--- src/rtl/memory_stage_if.sv ---
// Data-memory request/response bus between the memory stage (master) and the data memory (slave).
interface memory_stage_if;
    logic        req;
    logic        we;
    logic [15:0] addr;
    logic [15:0] wdata;
    logic [15:0] rdata;
    logic        ack;

    modport master (output req, we, addr, wdata, input rdata, ack);
    modport slave  (input req, we, addr, wdata, output rdata, ack);
endinterface

--- src/rtl/memory_stage.sv ---
// Pipeline memory stage: holds one instruction, issues its load/store, stalls until ack
// and traps into a sticky error state when the memory never answers.
//
// state  | meaning
// S_RUN  | idle or single-cycle access; instructions flow through
// S_WAIT | access outstanding; wait_cnt counts cycles spent here
// S_ERR  | ack timed out; pipeline frozen until reset
module memory_stage #(
    parameter int unsigned MAX_WAIT = 8
) (
    input  logic                 clk,
    input  logic                 rst,
    input  logic                 ex_valid_i,
    input  logic                 ex_mem_read_i,
    input  logic                 ex_mem_write_i,
    input  logic [15:0]          ex_alu_result_i,
    input  logic [15:0]          ex_store_data_i,
    input  logic [15:0]          ex_pc_plus2_i,
    input  logic                 ex_branch_i,
    input  logic [2:0]           ex_branch_cond_i,
    input  logic [2:0]           ex_flags_i,
    input  logic                 ex_reg_write_i,
    input  logic                 ex_reg_write_src_i,
    input  logic [3:0]           ex_dst_reg_i,
    input  logic                 flush_i,
    memory_stage_if.master       dmem,
    output logic                 wb_valid_o,
    output logic                 wb_branch_o,
    output logic                 wb_reg_write_o,
    output logic                 wb_reg_write_src_o,
    output logic [2:0]           wb_branch_cond_o,
    output logic [2:0]           wb_flags_o,
    output logic [3:0]           wb_dst_reg_o,
    output logic [15:0]          wb_pc_plus2_o,
    output logic [15:0]          wb_alu_result_o,
    output logic [15:0]          wb_mem_read_o,
    output logic                 stall_o,
    output logic                 mem_error_o
);

    typedef enum logic [1:0] {S_RUN, S_WAIT, S_ERR} state_t;

    typedef struct packed {
        logic        valid;
        logic        mem_read;
        logic        mem_write;
        logic [15:0] alu_result;
        logic [15:0] store_data;
        logic [15:0] pc_plus2;
        logic        branch;
        logic [2:0]  branch_cond;
        logic [2:0]  flags;
        logic        reg_write;
        logic        reg_write_src;
        logic [3:0]  dst_reg;
    } stage_t;

    localparam logic [7:0] CNT_LAST = 8'(MAX_WAIT - 1);

    stage_t     m_q, m_d;
    state_t     state_q, state_d;
    logic [7:0] wait_cnt_q, wait_cnt_d;
    logic       mem_error_q, mem_error_d;
    logic       mem_op;
    logic       stall;

    always_comb begin
        mem_op = m_q.valid & (m_q.mem_read | m_q.mem_write) & ~flush_i & (state_q != S_ERR);
        stall  = (mem_op & ~dmem.ack) | (state_q == S_ERR);
    end

    always_comb begin
        state_d     = state_q;
        wait_cnt_d  = wait_cnt_q;
        mem_error_d = mem_error_q;
        case (state_q)
            S_RUN: begin
                if (mem_op && !dmem.ack) begin
                    state_d    = S_WAIT;
                    wait_cnt_d = '0;
                end
            end
            S_WAIT: begin
                if (dmem.ack || flush_i) begin
                    state_d = S_RUN;
                end else if (wait_cnt_q == CNT_LAST) begin
                    state_d     = S_ERR;
                    mem_error_d = 1'b1;
                end else begin
                    wait_cnt_d = wait_cnt_q + 8'd1;
                end
            end
            S_ERR:   state_d = S_ERR;
            default: state_d = S_RUN;
        endcase
    end

    // A flush kills the held instruction even while the stage is frozen.
    always_comb begin
        m_d = m_q;
        if (!stall) begin
            m_d.valid         = ex_valid_i & ~flush_i;
            m_d.mem_read      = ex_mem_read_i;
            m_d.mem_write     = ex_mem_write_i;
            m_d.alu_result    = ex_alu_result_i;
            m_d.store_data    = ex_store_data_i;
            m_d.pc_plus2      = ex_pc_plus2_i;
            m_d.branch        = ex_branch_i;
            m_d.branch_cond   = ex_branch_cond_i;
            m_d.flags         = ex_flags_i;
            m_d.reg_write     = ex_reg_write_i;
            m_d.reg_write_src = ex_reg_write_src_i;
            m_d.dst_reg       = ex_dst_reg_i;
        end else if (flush_i) begin
            m_d.valid = 1'b0;
        end
    end

    always_ff @(posedge clk) begin
        if (rst) begin
            m_q         <= '0;
            state_q     <= S_RUN;
            wait_cnt_q  <= '0;
            mem_error_q <= 1'b0;
        end else begin
            m_q         <= m_d;
            state_q     <= state_d;
            wait_cnt_q  <= wait_cnt_d;
            mem_error_q <= mem_error_d;
        end
    end

    assign dmem.req   = mem_op;
    assign dmem.we    = mem_op & m_q.mem_write;
    assign dmem.addr  = m_q.alu_result;
    assign dmem.wdata = m_q.store_data;

    assign stall_o            = stall;
    assign mem_error_o        = mem_error_q;
    assign wb_valid_o         = m_q.valid & ~stall & ~flush_i;
    assign wb_branch_o        = m_q.branch & wb_valid_o;
    assign wb_reg_write_o     = m_q.reg_write & wb_valid_o;
    assign wb_reg_write_src_o = m_q.reg_write_src;
    assign wb_branch_cond_o   = m_q.branch_cond;
    assign wb_flags_o         = m_q.flags;
    assign wb_dst_reg_o       = m_q.dst_reg;
    assign wb_pc_plus2_o      = m_q.pc_plus2;
    assign wb_alu_result_o    = m_q.alu_result;
    assign wb_mem_read_o      = m_q.mem_read ? dmem.rdata : 16'h0000;

endmodule
--- src/flat_wrapper.sv ---
// flat-port wrapper written by rule: the top's interface ports become plain ports
module memory_stage_flat 
#(
    parameter int unsigned MAX_WAIT = 8
)
  (clk, rst, ex_valid_i, ex_mem_read_i, ex_mem_write_i, ex_alu_result_i, ex_store_data_i, ex_pc_plus2_i, ex_branch_i, ex_branch_cond_i, ex_flags_i, ex_reg_write_i, ex_reg_write_src_i, ex_dst_reg_i, flush_i, wb_valid_o, wb_branch_o, wb_reg_write_o, wb_reg_write_src_o, wb_branch_cond_o, wb_flags_o, wb_dst_reg_o, wb_pc_plus2_o, wb_alu_result_o, wb_mem_read_o, stall_o, mem_error_o, dmem_req, dmem_we, dmem_addr, dmem_wdata, dmem_rdata, dmem_ack);
  memory_stage_if dmem_i ();
  input  logic clk;
  input  logic rst;
  input  logic ex_valid_i;
  input  logic ex_mem_read_i;
  input  logic ex_mem_write_i;
  input  logic [15:0] ex_alu_result_i;
  input  logic [15:0] ex_store_data_i;
  input  logic [15:0] ex_pc_plus2_i;
  input  logic ex_branch_i;
  input  logic [2:0] ex_branch_cond_i;
  input  logic [2:0] ex_flags_i;
  input  logic ex_reg_write_i;
  input  logic ex_reg_write_src_i;
  input  logic [3:0] ex_dst_reg_i;
  input  logic flush_i;
  output logic wb_valid_o;
  output logic wb_branch_o;
  output logic wb_reg_write_o;
  output logic wb_reg_write_src_o;
  output logic [2:0] wb_branch_cond_o;
  output logic [2:0] wb_flags_o;
  output logic [3:0] wb_dst_reg_o;
  output logic [15:0] wb_pc_plus2_o;
  output logic [15:0] wb_alu_result_o;
  output logic [15:0] wb_mem_read_o;
  output logic stall_o;
  output logic mem_error_o;
  output wire logic [$bits(dmem_i.req)-1:0] dmem_req;
  output wire logic [$bits(dmem_i.we)-1:0] dmem_we;
  output wire logic [$bits(dmem_i.addr)-1:0] dmem_addr;
  output wire logic [$bits(dmem_i.wdata)-1:0] dmem_wdata;
  input wire logic [$bits(dmem_i.rdata)-1:0] dmem_rdata;
  input wire logic [$bits(dmem_i.ack)-1:0] dmem_ack;
  assign dmem_req = dmem_i.req;
  assign dmem_we = dmem_i.we;
  assign dmem_addr = dmem_i.addr;
  assign dmem_wdata = dmem_i.wdata;
  assign dmem_i.rdata = dmem_rdata;
  assign dmem_i.ack = dmem_ack;
  memory_stage #(.MAX_WAIT(MAX_WAIT)) u_core (.clk(clk), .rst(rst), .ex_valid_i(ex_valid_i), .ex_mem_read_i(ex_mem_read_i), .ex_mem_write_i(ex_mem_write_i), .ex_alu_result_i(ex_alu_result_i), .ex_store_data_i(ex_store_data_i), .ex_pc_plus2_i(ex_pc_plus2_i), .ex_branch_i(ex_branch_i), .ex_branch_cond_i(ex_branch_cond_i), .ex_flags_i(ex_flags_i), .ex_reg_write_i(ex_reg_write_i), .ex_reg_write_src_i(ex_reg_write_src_i), .ex_dst_reg_i(ex_dst_reg_i), .flush_i(flush_i), .dmem(dmem_i), .wb_valid_o(wb_valid_o), .wb_branch_o(wb_branch_o), .wb_reg_write_o(wb_reg_write_o), .wb_reg_write_src_o(wb_reg_write_src_o), .wb_branch_cond_o(wb_branch_cond_o), .wb_flags_o(wb_flags_o), .wb_dst_reg_o(wb_dst_reg_o), .wb_pc_plus2_o(wb_pc_plus2_o), .wb_alu_result_o(wb_alu_result_o), .wb_mem_read_o(wb_mem_read_o), .stall_o(stall_o), .mem_error_o(mem_error_o));
endmodule
--- config.mk ---
export PLATFORM = sky130hd
export DESIGN_NAME = memory_stage_flat
export DESIGN_NICKNAME = d
export VERILOG_FILES = /design/src/rtl/memory_stage_if.sv /design/src/rtl/memory_stage.sv /design/src/flat_wrapper.sv
export SDC_FILE = /design/constraint.sdc
export NUM_CORES = 1
export LEC_CHECK = 0
export CORE_MARGIN = 2
export CORE_UTILIZATION = 36
export CTS_CLUSTER_DIAMETER = 150
export CTS_CLUSTER_SIZE = 30
export DETAILED_ROUTE_END_ITERATION = 10
export GPL_TIMING_DRIVEN = 0
export PLACE_DENSITY = 0.78
export SLEW_MARGIN = 20
export SYNTH_ARGS = -nofsm -noshare
export SYNTH_HDL_FRONTEND = slang
export SYNTH_SLANG_ARGS = --single-unit
export TNS_END_PERCENT = 50
--- constraint.sdc ---
create_clock -name clk -period 1.72 [get_ports clk]
set_input_delay 0.516 -clock clk [delete_from_list [all_inputs] [get_ports clk]]
set_output_delay 0.516 -clock clk [all_outputs]
set_load 0.01 [all_outputs]
* After elaboration in Yosys (flattened, before gate mapping)
Cells that the tools add are included.
** Word-level totals
- Input port bits :: 84
- Bits in registers :: 75
- Output and inout bits :: 98
- Word-level logic and storage cells :: 60
** Cells by class
- Add/subtract/negate cells :: 1
- Mux-type cells :: 11
- Reductions and logical operators :: 8
- Bitwise gates (word level) :: 16
- Equality and inequality tests :: 9
** Operators with widths (number)
- two-way mux 8 bit :: 3
- two-way mux 16 bit :: 1
- one-hot mux 8 bit (2 select lines) :: 1
- bitwise AND 1 bit :: 10
- adder 8 x 1 -> 8 bit, second input constant :: 1
- == test 8 x 3 -> 1 bit, second input constant :: 1
- inequality test 2 bit, second input constant :: 4
- two-way mux 2 bit :: 3
- one-hot mux 2 bit (3 select lines) :: 1
- NOT 1 bit :: 4
- AND reduction 4 bit :: 1
- inequality test 3 x 1 -> 1 bit, second input constant :: 1
- AND reduction 3 bit :: 1
- == test 2 x 1 -> 1 bit, second input constant :: 1
- == test 2 bit, second input constant :: 1
- zero test 2 bit :: 1
- two-way mux 1 bit :: 2
- inequality test 2 x 1 -> 1 bit, second input constant :: 1
- OR 1 bit :: 2
- AND reduction 2 bit :: 1
- nonzero test 2 bit :: 1
- logical AND 1 bit :: 1
- zero test 1 bit :: 1
- logical OR 1 bit :: 1

* Logic depth before layout (Yosys ltp)
Gate-level depths: netlist of the first run.
- Depth after elaboration :: 10
- Gate-level depth with buffers :: 6
- Gate-level depth less buffers :: 5

* Worst setup path before layout of the first run
Ideal clock, no wire load.
- Kind :: input-to-output
- From :: input port flush_i
- To :: output port stall_o
- Path slack :: -0.066 ns
- Required time :: 1.204 ns
- Arrival time :: 1.270 ns
- Cell stages on the path :: 4
- Buffers on the path :: 1
- Cell sequence :: nand2b_1 -> o21a_1 -> inv_2 -> buf_1
** Between the ends
- Cells in the longest elaborated chain, start to end :: 5
** Ends and longest elaborated chain
- start, declared :: RTL line flat_wrapper.sv:22 : input logic flush_i;
- NOT 1 bit :: RTL line memory_stage.sv:68 : mem_op = m_q.valid & (m_q.mem_read | m_q.mem_write) & ~flush_i & (state_q != S_ERR);
- bitwise AND 1 bit (2 in a row) :: RTL line memory_stage.sv:68
- bitwise AND 1 bit :: RTL line memory_stage.sv:69 : stall = (mem_op & ~dmem.ack) | (state_q == S_ERR);
- OR 1 bit :: RTL line memory_stage.sv:69
- end, declared :: RTL line flat_wrapper.sv:33 : output logic stall_o;
Every way passes these cells.

* Final worst setup path of the first run
- From :: register u_core.m_q[62] (netlist bit)
- To :: output port wb_reg_write_o
** Between the ends
- Cells in the longest elaborated chain, start to end :: 10
** Ends and longest elaborated chain
- start, declared :: RTL line memory_stage.sv:60 : stage_t m_q, m_d;
- start signal, assigned :: RTL line memory_stage.sv:126 : m_q <= m_d;
- OR 1 bit :: RTL line memory_stage.sv:68
- bitwise AND 1 bit (3 in a row) :: RTL line memory_stage.sv:68
- bitwise AND 1 bit :: RTL line memory_stage.sv:69
- OR 1 bit :: RTL line memory_stage.sv:69
- NOT 1 bit :: RTL line memory_stage.sv:140 : assign wb_valid_o = m_q.valid & ~stall & ~flush_i;
- bitwise AND 1 bit (2 in a row) :: RTL line memory_stage.sv:140
- bitwise AND 1 bit :: RTL line memory_stage.sv:142 : assign wb_reg_write_o = m_q.reg_write & wb_valid_o;
- end, declared :: RTL line flat_wrapper.sv:25 : output logic wb_reg_write_o;
Every way passes these cells.

==> results of run 1 <==
## final cells by class
class	count	area [sq um]	area share
repair buffers	195	1730	0.301
inverters	6	25.0	0.00435
plain buffers	97	691	0.120
clock inverters	6	65.1	0.0113
clock buffers	10	138	0.0239
multi-input cells	265	1410	0.245
flip-flops and latches	75	1540	0.267
well taps	129	161	0.0280
## cells by family after synthesis
group / after synthesis
muxes: 1
DFF: 75
AOI/OAI and AO/OA: 87
buffers and inverters: 103
and+or+nand+nor: 176
adders and majority gates: 1
## state kept, by name, summed over array words and instances, names as in the netlist
register / cells
u_core.wb_flags_o: 3
u_core.wb_dst_reg_o: 4
u_core.dmem.addr: 16
u_core.wb_reg_write_src_o: 1
u_core.state_q: 2
u_core.dmem.wdata: 16
u_core.wait_cnt_q: 8
u_core.wb_branch_cond_o: 3
u_core.mem_error_o: 1
u_core.wb_pc_plus2_o: 16
u_core.m_q: 5
## final timing paths
check / from / end / slack, ns / depth (start not counted)
max: u_core.m_q[62]$_SDFFE_PP0N_ / wb_reg_write_o / -0.23 / 6
min: flush_i / u_core.m_q[63]$_SDFFE_PP0P_ / 0.43 / 2
max reg2reg: u_core.wait_cnt_q[4]$_SDFFE_PP0P_ / u_core.wait_cnt_q[5]$_SDFFE_PP0P_ / -0.05 / 4
min reg2reg: u_core.mem_error_o$_SDFFE_PP0P_ / u_core.mem_error_o$_SDFFE_PP0P_ / 0.45 / 2
## power groups by stage
stage	Combinational (mW)	Sequential (mW)	Clock [mW]
6_report	0.781	1.88	1.38
5_1_grt	0.841	1.89	1.49
4_1_cts	0.744	1.88	1.41
3_5_place_dp	0.774	1.91	0
3_3_place_gp	0.763	1.91	0
2_1_floorplan	0.323	1.90	0
## per-layer routing
| metal | global-route usage | up-vias | share of wire |
|---|---|---|---|
| met3 | 0.0458 | 18 | 0.064 |
| met1 | 0.223 | 1584 | 0.42 |
| li1 | - | 1777 | - |
| met2 | 0.343 | 120 | 0.50 |
| met4 | 0.0585 | 0 | 0.016 |
| met5 | 0 | - | 0 |
## cells in the final DEF (no fill, tap or decap), types with 2 or more instances in the layout
master and count:
sky130_fd_sc_hd__buf_4 156, sky130_fd_sc_hd__nand2_1 131, sky130_fd_sc_hd__clkdlybuf4s50_1 79, sky130_fd_sc_hd__a21oi_1 68
sky130_fd_sc_hd__dfxtp_1 52, sky130_fd_sc_hd__dfxtp_2 21, sky130_fd_sc_hd__buf_6 18, sky130_fd_sc_hd__and2_4 13
sky130_fd_sc_hd__buf_2 13, sky130_fd_sc_hd__clkbuf_8 10, sky130_fd_sc_hd__clkbuf_2 8, sky130_fd_sc_hd__clkbuf_1 7
sky130_fd_sc_hd__dlygate4sd2_1 6, sky130_fd_sc_hd__and2_1 5, sky130_fd_sc_hd__inv_1 5, sky130_fd_sc_hd__nor2_1 4
sky130_fd_sc_hd__nand3_1 4, sky130_fd_sc_hd__clkinvlp_4 4, sky130_fd_sc_hd__nand2b_4 3, sky130_fd_sc_hd__buf_8 3
sky130_fd_sc_hd__a31oi_1 3, sky130_fd_sc_hd__o21a_1 2, sky130_fd_sc_hd__nor2_4 2, sky130_fd_sc_hd__nor3_1 2
sky130_fd_sc_hd__nand2b_1 2, sky130_fd_sc_hd__and3_1 2, sky130_fd_sc_hd__or3_1 2, sky130_fd_sc_hd__dfxtp_4 2
## timing repair
| action | 4_1_cts | 5_1_grt |
|---|---|---|
| endpoints found under the setup margin | 168 | 65 |
| buffers inserted | 7 | 7 |
| pin swaps | 3 | 9 |
| gates cloned | 0 | 1 |
| resized for setup | 212 | 58 |
## through the flow
step | TNS [ns] | instance area, sq um | cells
6_report | -1.81 | 5750 | 783
5_1_grt | -3.39 | 5750 | 783
4_1_cts | -2.30 | 5560 | 775
3_5_place_dp | -55.56 | 5430 | 752
3_3_place_gp | -54.04 | 5430 | 752
2_1_floorplan | -0.0517 | 3460 | 443
==> metrics.md, run 1 <==
| Metric | Value |
|---|---|
| Run status | finished with violations |
| Failing checks | negative setup slack |
| Number of sinks driven by the clock tree | 75 |
| Routed wire length | 10.4 mm |
| Fill cell instance count of the final layout | 839 |
| Power density over the cells | 701 nW/um^2 |
| Net switching power figure | 995 uW |
| Fraction of synthesized area in multiplexers | 0.00289 |
| Cell-by-cell trace of the critical path | buf_8, o21ba_4, nor2_4, buf_6, and2_4, buf_6 |
| Largest fanout on the critical path | 3 |
| Critical path type | reg2out |
| Critical path required time | 1.20 ns |
| Main synth FF type | sky130_fd_sc_hd__dfxtp_1 |
| Fin crit period | 1.95 ns |
| Fraction of layout cells with a size suffix above 1 | 0.411 |
| Synthesized-area fraction occupied by ao, oa, aoi and oai cells | 0.144 |
| Overall global routing resource usage | 0.190 |
| Core area | 9280 sq um |
| Synthesized instance count | 443 |
| Part of the power in the clock network | 0.341 |
| Count of input and output buffers | 180 |
| Synth area leader | sky130_fd_sc_hd__dfxtp_1 |
| Average cell area after synthesis | 7.81 sq um |
| Total design power | 4.03 mW |
| Worst hold margin | 0.428 ns |
| Antenna viol nets, final | 0 |
| Count of max-cap constraint violations | 0 |
| Synth Area in Adders | 0.00362 |
| Cell with the most instances after synthesis | sky130_fd_sc_hd__nand2_1 |
| Per-cell via count in the routed design | 4.47 |
| Slew at the pin closest to its max-slew limit | 0.546 ns |
| Die ar. | 10400 sq um |
| Number of CTS-inserted buffers | 9 |
| Final setup violation count | 21 |
| Class of the tightest hold or removal check | in2reg |
| Clock tree from TritonCTS | yes |
| Worst slew slack as a fraction of its limit | 0.636 |
| Pins over their slew limit | 0 |
| Width of the chip | 102 um |
| Leading post-synthesis cells by instance count | 132 x sky130_fd_sc_hd__nand2_1, 75 x sky130_fd_sc_hd__dfxtp_1, 74 x sky130_fd_sc_hd__buf_4 |
| Root Buffer | sky130_fd_sc_hd__clkbuf_8 |
| First-pass GRT wire length | 15.6 mm |
| Count of pins on the block boundary | 182 |
| Vias in the first global route | 3332 |
| Final layout net count | 734 |
| Net count of the mapped netlist | 528 |
| Wire length per cell | 13.3 um |
| Slowest CP cell | sky130_fd_sc_hd__dfxtp_2 |
| Placer congestion estimate | 0.803 |
| Largest family of logic cells by synthesized area | simple AND/OR/NAND/NOR gates |
| Layout Skew | 0.0104 ns |
| Startpoint class of the critical path | flop |
| Main area contributors after synthesis | sky130_fd_sc_hd__dfxtp_1 43%, sky130_fd_sc_hd__buf_4 16%, sky130_fd_sc_hd__nand2_1 14% |
| Final routed DRC violation total | 0 |
| Achievable frequency | 0.512 GHz |
| Overall via count from detail_route | 3499 |
| Synthesized-area fraction occupied by and/or/nand/nor cells | 0.223 |
| Detailed-routing iteration count for the pre-antenna-repair pass | 4 |
| Comb power frac | 0.194 |
| Clk pin slew, worst setup/hold paths | 0.08 ns |
| Area share of the largest cell type after synthesis | 0.434 |
| Worst path setup slack after routing | -0.233 ns |
| Initial drt markers | 70 |
| Final number of hold-violating endpoints | 0 |
| Xor-xnor portion of the synthesized cell area | 0 |
| Worst IR drop on VDD | 0.504 mV |
| Level count of the clock H-tree | 3 |
| Data arrival time at the worst-slack endpoint | 1.44 ns |
| Grt total ovfl | 0 |
| Number of unique standard cell types used by synthesis | 36 |
| Antenna diode count | 0 |
| Maximum number of pins on one net before global-route repair | 14 |
| EDFF count, synth | 0 |
| Sequential share of the synthesized area | 0.434 |
| Internal cell power | 3.04 mW |
| Worst path top cell family by delay | flip-flops |
| Share of async-settable or async-resettable flops after synthesis | 0 |
| Worst Path Buf+Inv | 3 |
| Effective utilization at floorplan | 0.373 |
| Y dimension of the die | 102 um |
| Area added between synthesis and finish | 66.3% |
| Post-place setup slack | -1.21 ns |
| Post-synth design cell area | 3460 sq um |
| Finished Core Util | 0.620 |
| Hold-fix buffer count after cts | 0 |
| Buffer depth of the longest clock path | 2 |
| DP Wirelength | 7.59 mm |
| Number of synthesis warnings | 0 |
| Latest clock arrival within the worst-skew pair | 0.34 ns |
| Max incr delay on CP | 0.34 ns |
| Post-synthesis sequential element count | 75 |
| Number of rows created at floorplan | 35 |
| Fin crit share | 1.14 |
| Initial antenna violation count | 0 |
| Switching Fraction | 0.247 |
| Worst Setup End Kind | output port |
| Unrepaired setup endpoints after global routing | true |
| Cell with the most instances on the worst path | sky130_fd_sc_hd__buf_6 |
| Leakage power summed over all cells | 2.72 nW |
| Flop pwr share | 0.465 |
Note: power is estimated with default switching activity, not from simulation.
==> run 2: changes to the inputs <==
--- a/config.mk
+++ b/config.mk
@@ -8,7 +8,6 @@
 export CORE_MARGIN = 2
 export CORE_UTILIZATION = 36
 export CTS_CLUSTER_DIAMETER = 150
-export CTS_CLUSTER_SIZE = 30
 export DETAILED_ROUTE_END_ITERATION = 10
 export GPL_TIMING_DRIVEN = 0
 export PLACE_DENSITY = 0.78
==> results of run 2 <==
Final layout, timing and power as in run 1 (identical DEF).
